$ cat src/rtl/wb_arbiter_if.sv
// Register-file write-port arbitration bus: ex/mem write requests, read-hazard
// lookups, the registered register-file write port and FIFO occupancy.
interface wb_arbiter_if #(
  parameter int XLEN  = 32,
  parameter int AW    = 5,
  parameter int DEPTH = 2
);
  localparam int CW = $clog2(DEPTH) + 1;

  // Handshake: ex is always accepted; a mem write transfers on a cycle where
  // mem_valid && mem_ready, and mem_ready never looks at mem_valid.
  logic            ex_valid;
  logic [AW-1:0]   ex_addr;
  logic [XLEN-1:0] ex_data;
  logic            mem_valid;
  logic            mem_ready;
  logic [AW-1:0]   mem_addr;
  logic [XLEN-1:0] mem_data;
  logic [AW-1:0]   rd_addr1;
  logic [AW-1:0]   rd_addr2;
  logic            hazard1;
  logic            hazard2;
  logic            rf_we;
  logic [AW-1:0]   rf_waddr;
  logic [XLEN-1:0] rf_wdata;
  logic [CW-1:0]   count;

  modport slave (
    input  ex_valid, ex_addr, ex_data, mem_valid, mem_addr, mem_data,
           rd_addr1, rd_addr2,
    output mem_ready, hazard1, hazard2, rf_we, rf_waddr, rf_wdata, count
  );

  modport master (
    output ex_valid, ex_addr, ex_data, mem_valid, mem_addr, mem_data,
           rd_addr1, rd_addr2,
    input  mem_ready, hazard1, hazard2, rf_we, rf_waddr, rf_wdata, count
  );
endinterface

$ cat src/rtl/wb_arbiter.sv
// Writeback arbiter: ex has fixed priority on the register-file write port;
// mem writes that lose are buffered in a small FIFO and drained when ex idles.
// Buffered writes that are overwritten by a younger ex write are killed, and
// reads of live buffered addresses are flagged as hazards.
module wb_arbiter #(
  parameter int XLEN  = 32,
  parameter int AW    = 5,
  parameter int DEPTH = 2
) (
  input logic         clk,
  input logic         rst,
  wb_arbiter_if.slave bus
);
  localparam int PW = $clog2(DEPTH);
  localparam int CW = PW + 1;

  logic [AW-1:0]   ent_addr [DEPTH];
  logic [XLEN-1:0] ent_data [DEPTH];
  logic [DEPTH-1:0] live;
  logic [PW-1:0]   head;
  logic [PW-1:0]   tail;
  logic [CW-1:0]   cnt;

  logic ex_issue;
  logic fifo_ne;
  logic mem_take;
  logic mem_kill;
  logic pop;
  logic bypass;
  logic push;
  logic haz1;
  logic haz2;

  // Issue decision for this cycle; x0 requests are accepted but never written.
  always_comb begin
    ex_issue = bus.ex_valid && (bus.ex_addr != '0);
    fifo_ne  = (cnt != '0);
    mem_take = bus.mem_valid && bus.mem_ready && (bus.mem_addr != '0);
    // Same-cycle mem write to the ex target is older, so the ex value wins.
    mem_kill = ex_issue && (bus.mem_addr == bus.ex_addr);
    pop      = !ex_issue && fifo_ne;
    bypass   = !ex_issue && !fifo_ne && mem_take;
    push     = mem_take && !mem_kill && !bypass;
  end

  // Hazard lookup over live buffered entries; x0 never hazards.
  always_comb begin
    haz1 = 1'b0;
    haz2 = 1'b0;
    for (int i = 0; i < DEPTH; i++) begin
      if (live[i] && (ent_addr[i] == bus.rd_addr1)) haz1 = 1'b1;
      if (live[i] && (ent_addr[i] == bus.rd_addr2)) haz2 = 1'b1;
    end
    if (bus.rd_addr1 == '0) haz1 = 1'b0;
    if (bus.rd_addr2 == '0) haz2 = 1'b0;
  end

  assign bus.mem_ready = (cnt < CW'(DEPTH));
  assign bus.hazard1   = haz1;
  assign bus.hazard2   = haz2;
  assign bus.count     = cnt;

  // Registered write port plus FIFO state; push and pop never touch the same slot.
  always_ff @(posedge clk or negedge rst) begin
    if (!rst) begin
      bus.rf_we    <= 1'b0;
      bus.rf_waddr <= '0;
      bus.rf_wdata <= '0;
      live         <= '0;
      head         <= '0;
      tail         <= '0;
      cnt          <= '0;
      for (int i = 0; i < DEPTH; i++) begin
        ent_addr[i] <= '0;
        ent_data[i] <= '0;
      end
    end else begin
      if (ex_issue) begin
        bus.rf_we    <= 1'b1;
        bus.rf_waddr <= bus.ex_addr;
        bus.rf_wdata <= bus.ex_data;
        for (int i = 0; i < DEPTH; i++) begin
          if (ent_addr[i] == bus.ex_addr) live[i] <= 1'b0;
        end
      end else if (fifo_ne) begin
        // A killed head still drains its slot but writes nothing.
        bus.rf_we    <= live[head];
        bus.rf_waddr <= ent_addr[head];
        bus.rf_wdata <= ent_data[head];
        live[head]   <= 1'b0;
        head         <= head + PW'(1);
      end else if (mem_take) begin
        bus.rf_we    <= 1'b1;
        bus.rf_waddr <= bus.mem_addr;
        bus.rf_wdata <= bus.mem_data;
      end else begin
        bus.rf_we    <= 1'b0;
      end

      // Later assignment overrides any kill that matched the stale tail slot.
      if (push) begin
        ent_addr[tail] <= bus.mem_addr;
        ent_data[tail] <= bus.mem_data;
        live[tail]     <= 1'b1;
        tail           <= tail + PW'(1);
      end

      case ({push, pop})
        2'b10:   cnt <= cnt + CW'(1);
        2'b01:   cnt <= cnt - CW'(1);
        default: cnt <= cnt;
      endcase
    end
  end
endmodule

$ cat src/flat_wrapper.sv
// flat-port wrapper written by rule: the top's interface ports become plain ports
module wb_arbiter_flat 
#(
  parameter int XLEN  = 32,
  parameter int AW    = 5,
  parameter int DEPTH = 2
)
  (clk, rst, bus_ex_valid, bus_ex_addr, bus_ex_data, bus_mem_valid, bus_mem_addr, bus_mem_data, bus_rd_addr1, bus_rd_addr2, bus_mem_ready, bus_hazard1, bus_hazard2, bus_rf_we, bus_rf_waddr, bus_rf_wdata, bus_count);
  wb_arbiter_if #(.XLEN(XLEN), .AW(AW), .DEPTH(DEPTH)) bus_i ();
  input logic clk;
  input logic rst;
  input wire logic [$bits(bus_i.ex_valid)-1:0] bus_ex_valid;
  input wire logic [$bits(bus_i.ex_addr)-1:0] bus_ex_addr;
  input wire logic [$bits(bus_i.ex_data)-1:0] bus_ex_data;
  input wire logic [$bits(bus_i.mem_valid)-1:0] bus_mem_valid;
  input wire logic [$bits(bus_i.mem_addr)-1:0] bus_mem_addr;
  input wire logic [$bits(bus_i.mem_data)-1:0] bus_mem_data;
  input wire logic [$bits(bus_i.rd_addr1)-1:0] bus_rd_addr1;
  input wire logic [$bits(bus_i.rd_addr2)-1:0] bus_rd_addr2;
  output wire logic [$bits(bus_i.mem_ready)-1:0] bus_mem_ready;
  output wire logic [$bits(bus_i.hazard1)-1:0] bus_hazard1;
  output wire logic [$bits(bus_i.hazard2)-1:0] bus_hazard2;
  output wire logic [$bits(bus_i.rf_we)-1:0] bus_rf_we;
  output wire logic [$bits(bus_i.rf_waddr)-1:0] bus_rf_waddr;
  output wire logic [$bits(bus_i.rf_wdata)-1:0] bus_rf_wdata;
  output wire logic [$bits(bus_i.count)-1:0] bus_count;
  assign bus_i.ex_valid = bus_ex_valid;
  assign bus_i.ex_addr = bus_ex_addr;
  assign bus_i.ex_data = bus_ex_data;
  assign bus_i.mem_valid = bus_mem_valid;
  assign bus_i.mem_addr = bus_mem_addr;
  assign bus_i.mem_data = bus_mem_data;
  assign bus_i.rd_addr1 = bus_rd_addr1;
  assign bus_i.rd_addr2 = bus_rd_addr2;
  assign bus_mem_ready = bus_i.mem_ready;
  assign bus_hazard1 = bus_i.hazard1;
  assign bus_hazard2 = bus_i.hazard2;
  assign bus_rf_we = bus_i.rf_we;
  assign bus_rf_waddr = bus_i.rf_waddr;
  assign bus_rf_wdata = bus_i.rf_wdata;
  assign bus_count = bus_i.count;
  wb_arbiter #(.XLEN(XLEN), .AW(AW), .DEPTH(DEPTH)) u_core (.clk(clk), .rst(rst), .bus(bus_i));
endmodule
$ cat config.mk
export PLATFORM = sky130hd
export DESIGN_NAME = wb_arbiter_flat
export DESIGN_NICKNAME = d
export VERILOG_FILES = /design/src/rtl/wb_arbiter_if.sv /design/src/rtl/wb_arbiter.sv /design/src/flat_wrapper.sv
export SDC_FILE = /design/constraint.sdc
export NUM_CORES = 1
export LEC_CHECK = 0
export ABC_CLOCK_PERIOD_IN_PS = 2700
export CAP_MARGIN = 10
export CORE_MARGIN = 2
export CORE_UTILIZATION = 50
export DETAILED_ROUTE_END_ITERATION = 6
export DONT_BUFFER_PORTS = 1
export GPL_TIMING_DRIVEN = 0
export SYNTH_ARGS = -nofsm -noshare
export SYNTH_HDL_FRONTEND = slang
export SYNTH_SLANG_ARGS = --single-unit
export TNS_END_PERCENT = 100
$ cat constraint.sdc
create_clock -name clk -period 2.7 [get_ports clk]
set_input_delay 0.54 -clock clk [delete_from_list [all_inputs] [get_ports clk]]
set_output_delay 0.54 -clock clk [all_outputs]
set_load 0.005 [all_outputs]
# Word-level counts from Yosys, hierarchy flattened
# Index checks and enable logic that the tools add are counted.
[op_classes] addsub=4 order_cmp=8 n_eq_ne=9 n_mux=39 bitwise_logic=6 reduce_logical=28
[ops] op="$mux W32" count=7
[ops] op="$bwmux W64" count=1
[ops] op="$eq A5 B5 Y1" count=7
[ops] op="$mux W5" count=7
[ops] op="$demux W32 S1" count=1
[ops] op="$logic_and A1 B1 Y1" count=16
[ops] op="$mux W1" count=15
[ops] op="$bwmux W10" count=1
[ops] op="$logic_not A5 Y1" count=2
[ops] op="$reduce_bool A5 Y1" count=2
[ops] op="$mux W2" count=3
[ops] op="$demux W5 S1" count=1
[ops] op="$ge A2 B2 Y1 const B" count=2
[ops] op="$logic_not A1 Y1" count=4
[ops] op="$lt A1 B2 Y1 const B" count=2
[ops] op="$not A1 Y2" count=2
[ops] op="$pmux W2 S2" count=1
[ops] op="$reduce_bool A2 Y1" count=2
[ops] op="$reduce_bool A3 Y1" count=1
[ops] op="$add A1 B1 Y1 const B" count=2
[ops] op="$add A2 B1 Y2 const B" count=1
[ops] op="$and A2 B2 Y2" count=1
[ops] op="$demux W1 S1" count=2
[ops] op="$eq A2 B1 Y1 const B" count=1
[ops] op="other kinds (9)" count=10
[totals] register_bits=118 elab_cells=105

# Longest topological paths before layout
[logic_depth] word_depth=10 mapped_depth=9 ltp_nobuf=8

# Least setup slack after synthesis
# OpenSTA, ideal clock, no wires.
[synth_timing] path_kind="input to register" start="input port bus_ex_addr[1]" end="register u_core.cnt[1] (netlist: u_core.bus.count[1])" arrival_ns=2.409 t_required_ns=2.620 setup_slack_ns=0.211 path_stages=7 path_buffers=0 cell_sequence="or4_4 > o21ai_4 > nor4_2 > or4_1 > ha_1 > nor2_1 > xnor2_1"
[synth_via] elab_chain_cells=9 elab_cells_between_ends=16 classes_between="eq/ne: 3; mux: 1; reduce/logical: 12"
[synth_rtl] item="start, declared" line_no="flat_wrapper.sv:13" source="input wire logic [$bits(bus_i.ex_addr)-1:0] bus_ex_addr;"
[synth_rtl] item="$reduce_bool A5 Y1" line_no="wb_arbiter.sv:36" source="ex_issue = bus.ex_valid && (bus.ex_addr != '0);"
[synth_rtl] item="$logic_and A1 B1 Y1" line_no="wb_arbiter.sv:36"
[synth_rtl] item="$logic_not A1 Y1" line_no="wb_arbiter.sv:41, wb_arbiter.sv:42"
[synth_rtl] item="$logic_and A1 B1 Y1 (2 in series)" line_no="wb_arbiter.sv:42" source="bypass = !ex_issue && !fifo_ne && mem_take;"
[synth_rtl] item="$logic_not A1 Y1" line_no="wb_arbiter.sv:43" source="push = mem_take && !mem_kill && !bypass;"
[synth_rtl] item="$logic_and A1 B1 Y1" line_no="wb_arbiter.sv:43"
[synth_rtl] item="$eq A2 B1 Y1 or $eq A2 B2 Y1 (tied branches)" line_no="wb_arbiter.sv:108" source="case ({push, pop})"
[synth_rtl] item="$pmux W2 S2 or $reduce_bool A2 Y1 (tied branches)"
[synth_rtl] item="end signal, assigned" line_no="wb_arbiter.sv:109" source="2'b10: cnt <= cnt + CW'(1);"
[synth_rtl] item="end signal, assigned" line_no="wb_arbiter.sv:110" source="2'b01: cnt <= cnt - CW'(1);"
[synth_rtl] item="end signal, assigned" line_no="wb_arbiter.sv:111" source="default: cnt <= cnt;"
[synth_rtl] item="end, declared" line_no="wb_arbiter.sv:22" source="logic [CW-1:0] cnt;"
# Several ways; a longest one is shown, not always the timed one.
# A chain may end at the register's enable or synchronous reset.

# Final worst setup path
[layout_timing] start="input port bus_ex_addr[1]" end="register u_core.cnt[1] (netlist: u_core.bus.count[1])"
[layout_via] elab_cells_between_ends=16 classes_between="eq/ne: 3; mux: 1; reduce/logical: 12"
[layout_rtl] item="$reduce_bool A5 Y1 *" line_no="wb_arbiter.sv:36"
[layout_rtl] item="$logic_and A1 B1 Y1 *" line_no="wb_arbiter.sv:36"
[layout_rtl] item="$logic_not A1 Y1 *" line_no="wb_arbiter.sv:41" source="pop = !ex_issue && fifo_ne;"
[layout_rtl] item="$logic_and A1 B1 Y1 *" line_no="wb_arbiter.sv:41"
[layout_rtl] item="via u_core.pop" line_no="wb_arbiter.sv:28" source="logic pop;"
[layout_rtl] item="$eq A2 B1 Y1 or $eq A2 B2 Y1 (tied branches)" line_no="wb_arbiter.sv:108"
[layout_rtl] item="$pmux W2 S2 or $reduce_bool A2 Y1 (tied branches)"
# Mark *: on every way through the listed nets, which the timed path passes. The rest lies on a longest branch.

==> flow_summary.json <==
{
  "grt_start_max_net_pins": 119,
  "ios": 131,
  "cts.sinks": 118,
  "power_mw": 8.19,
  "power_density_mw_per_mm2": 1230,
  "synth_area_mm2": 0.00598,
  "grt_pass1_wl_mm": 23.8,
  "grt_use_total": 0.240,
  "drc": 0,
  "crit_type": "in -> reg",
  "crit_arrival_ps": 2650,
  "cts_buffer_depth": 2,
  "drv_slew": 0,
  "antenna_cells": 0,
  "critPathBufInv": 2,
  "cts_tree": "done",
  "min_path_type": "in -> async",
  "worstMarginPinSlew_ps": 857,
  "root_buffer": "clkbuf_16",
  "first_pass_iters": 4,
  "fin_setup_tns_ps": 0,
  "violations": "negative hold slack",
  "insertion_delay_ps": 410,
  "use_met2": 0.382,
  "fmax_mhz": 431,
  "die_y_um": 113,
  "reg2reg_setup_slack_ps": 440,
  "die_w_um": 113,
  "seq_area_frac_synth": 0.494,
  "fillCellCount": 989,
  "fin_skew_ps": 8.54,
  "drive_gt1_frac": 0.204,
  "period_needed_ps": 2320,
  "rows": 39,
  "cp-endpoint": "u_core.bus.count[1]$_DFFE_PN0P_",
  "ys_ff_latch": 118,
  "rsz0062_at_grt": "false",
  "hold_slack_ps": -178,
  "cts_made_buffers": 17,
  "htree_levels": 4,
  "antenna_left": 0,
  "syn-num-nets": 627,
  "core_area_mm2": 0.0116,
  "rr_worst_depth": 7,
  "die_area_mm2": 0.0129,
  "drt_iter0_drc": 231,
  "yosysWarnings": 0,
  "io_buffers": 0,
  "postSynthAreaPerCell_um2": 11.1,
  "finalHoldViolCount": 118,
  "outcome": "finished with violations",
  "grt_pass1_vias": 4389,
  "path_clk_slew_ps": 50,
  "wl_per_cell_um": 20.6,
  "drv_cap": 0,
  "post-route-period-util": 0.860,
  "wl_mm": 14.7,
  "cp-end-kind": "register",
  "cp_top_family": "simple AND/OR/NAND/NOR gates",
  "cp.depth": 8,
  "crit_chain": "or4_4, o21a_1, clkbuf_1, clkbuf_2, nor2_1, ha_1, nor2_1, xnor2_1",
  "crit_slowest_cell": "or4_4",
  "regToRegStartpoint": "u_core.bus.count[0]$_DFFE_PN0P_",
  "area_delta_synth_final_pct": 11.8,
  "crit_top_cell": "nor2_1",
  "timing.rr.end": "u_core.bus.rf_waddr[2]$_DFFE_PN0P_",
  "crit_required_ps": 3030,
  "finalSetupViolations": 0,
  "start_util": 0.517,
  "slowest_delay_ps": 540,
  "ir_worst_vdd_mv": 0.611,
  "final_net_count": 646,
  "met3_usage": 0.0739,
  "vias": 4213,
  "relSlewSlack": 0.429,
  "synth_cell_types": 32,
  "grt_busiest_layer": "met2",
  "grt-ovfl-total": 0,
  "crit_fanout": 10,
  "viasPerCell": 5.92,
  "antenna_found_initial": 0,
  "critPathLaunchType": "input pin",
  "gp_congestion": 0.845,
  "cts_setup_buffers": 0,
  "hpwlAfterDp_mm": 10.1,
  "startpoint": "bus_ex_addr[1]",
  "met1_usage": 0.319,
  "leakagePower_nw": 2.92,
  "netlist_instances": 538
}
==> metrics by stage <==
stage	setup WS, ps	std cells	area [µm²]	util
after floorplan	211	538	5980	-
after global placement	-171	681	6160	0.533
after detailed placement	-176	681	6160	0.533
after CTS	223	712	6680	0.578
after global routing	191	712	6690	0.578
final	379	712	6690	0.578
==> worst register-to-register path, stage by stage, from the launching register on <==
cell      delay (ps)
dfrtp_1          470
or2_2            190
clkbuf_1         430
clkbuf_1         490
nor2_1            90
a211oi_1         250
a21oi_1           90
a21oi_1          170
==> state kept, by name, indices dropped and copies added (netlist names), 2 cells and up <==
| name | cells |
|---|---|
| u_core.ent_data | 64 |
| u_core.bus.rf_wdata | 32 |
| u_core.ent_addr | 10 |
| u_core.bus.rf_waddr | 5 |
| u_core.bus.count | 2 |
| u_core.live | 2 |
==> metal layers <==
layer / wire length (µm) / vias up / share of wire
li1: - / 1958 / -
met1: 6630 / 2108 / 0.45
met2: 7110 / 134 / 0.48
met3: 808 / 13 / 0.055
met4: 128 / 0 / 0.0087
met5: 0 / - / 0
==> worst min path at each step <==
stage / from / end / slack (ps)
after floorplan: rst / u_core.bus.count[0]$_DFFE_PN0P_ / 240
after global placement: rst / u_core.ent_data[60]$_DFFE_PN0P_ / 250
after detailed placement: rst / u_core.ent_data[28]$_DFFE_PN0P_ / 250
after CTS: rst / u_core.ent_data[60]$_DFFE_PN0P_ / -190
after global routing: rst / u_core.ent_data[59]$_DFFE_PN0P_ / -200
final: rst / u_core.bus.rf_wdata[28]$_DFFE_PN0P_ / -180
==> kinds of logic after synthesis <==
group                    count (synthesis)  synth area share
AO/OA/AOI/OAI                          119             0.119
adder cells (fa/ha/maj)                  1           0.00209
flip-flops                             118             0.494
multiplexers                           112             0.215
XOR/XNOR                                40            0.0586
buffers and inverters                   39            0.0305
AND/OR/NAND/NOR                        109            0.0816
==> repair_timing <==
| action | 4_1_cts | 5_1_grt |
|---|---|---|
| gates resized for setup | 0 | 3 |
| hold endpoints to repair | 118 | 118 |
| endpoints found under the setup margin | 0 | 2 |
==> cells in the final DEF (no fill, tap or decap), drive strengths merged <==
cell and count:
a21oi 76, nor2 80, clkinv 4, a211oi 37
nor4 6, or3 2, nand2 4, o21a 1
or4 5, ha 1, xnor2 15, mux2i 37
mux2 75, inv 1, or2 1, clkbuf 56
o21ai 3, nor3 2, buf 9, xor2 25
nand3 7, a31o 1, o311ai 1, dfrtp 118
nand4 2
==> where the power goes <==
group / leakage, nW / internal (mW) / switching [mW]
clock: 0.261 / 1.26 / 0.728
sequential: 1.41 / 2.68 / 0.710
combinational: 1.25 / 1.51 / 1.31
==> cell usage after synthesis (all sizes together) <==
cell / instances / area share
buf: 9 / 0.012
clkbuf: 29 / 0.018
nor2: 80 / 0.050
ha: 1 / 0.0021
xor2: 25 / 0.037
a211oi: 37 / 0.046
o21ai: 3 / 0.0044
nand4: 2 / 0.0021
nor3: 2 / 0.0017
nor4: 6 / 0.0084
xnor2: 15 / 0.022
a31o: 1 / 0.0015
nand3: 7 / 0.0059
mux2i: 37 / 0.062
or3: 2 / 0.0029
inv: 1 / 0.00063
mux2: 75 / 0.15
or2: 1 / 0.0010
o21a: 1 / 0.0013
a21oi: 76 / 0.064
nand2: 4 / 0.0025
dfrtp: 118 / 0.49
or4: 5 / 0.0069
o311ai: 1 / 0.0015
==> area by class of cell <==
cell class	count	area, µm²	area share
Buffer	38	180	0.0270
Clock buffer	27	503	0.0752
Clock inverter	4	20.0	0.00299
Inverter	1	3.75	0.000561
Multi-Input combinational cell	381	2850	0.426
Sequential cell	118	2950	0.442
Tap cell	143	179	0.0268
Note: power is estimated with default switching activity, not from simulation.
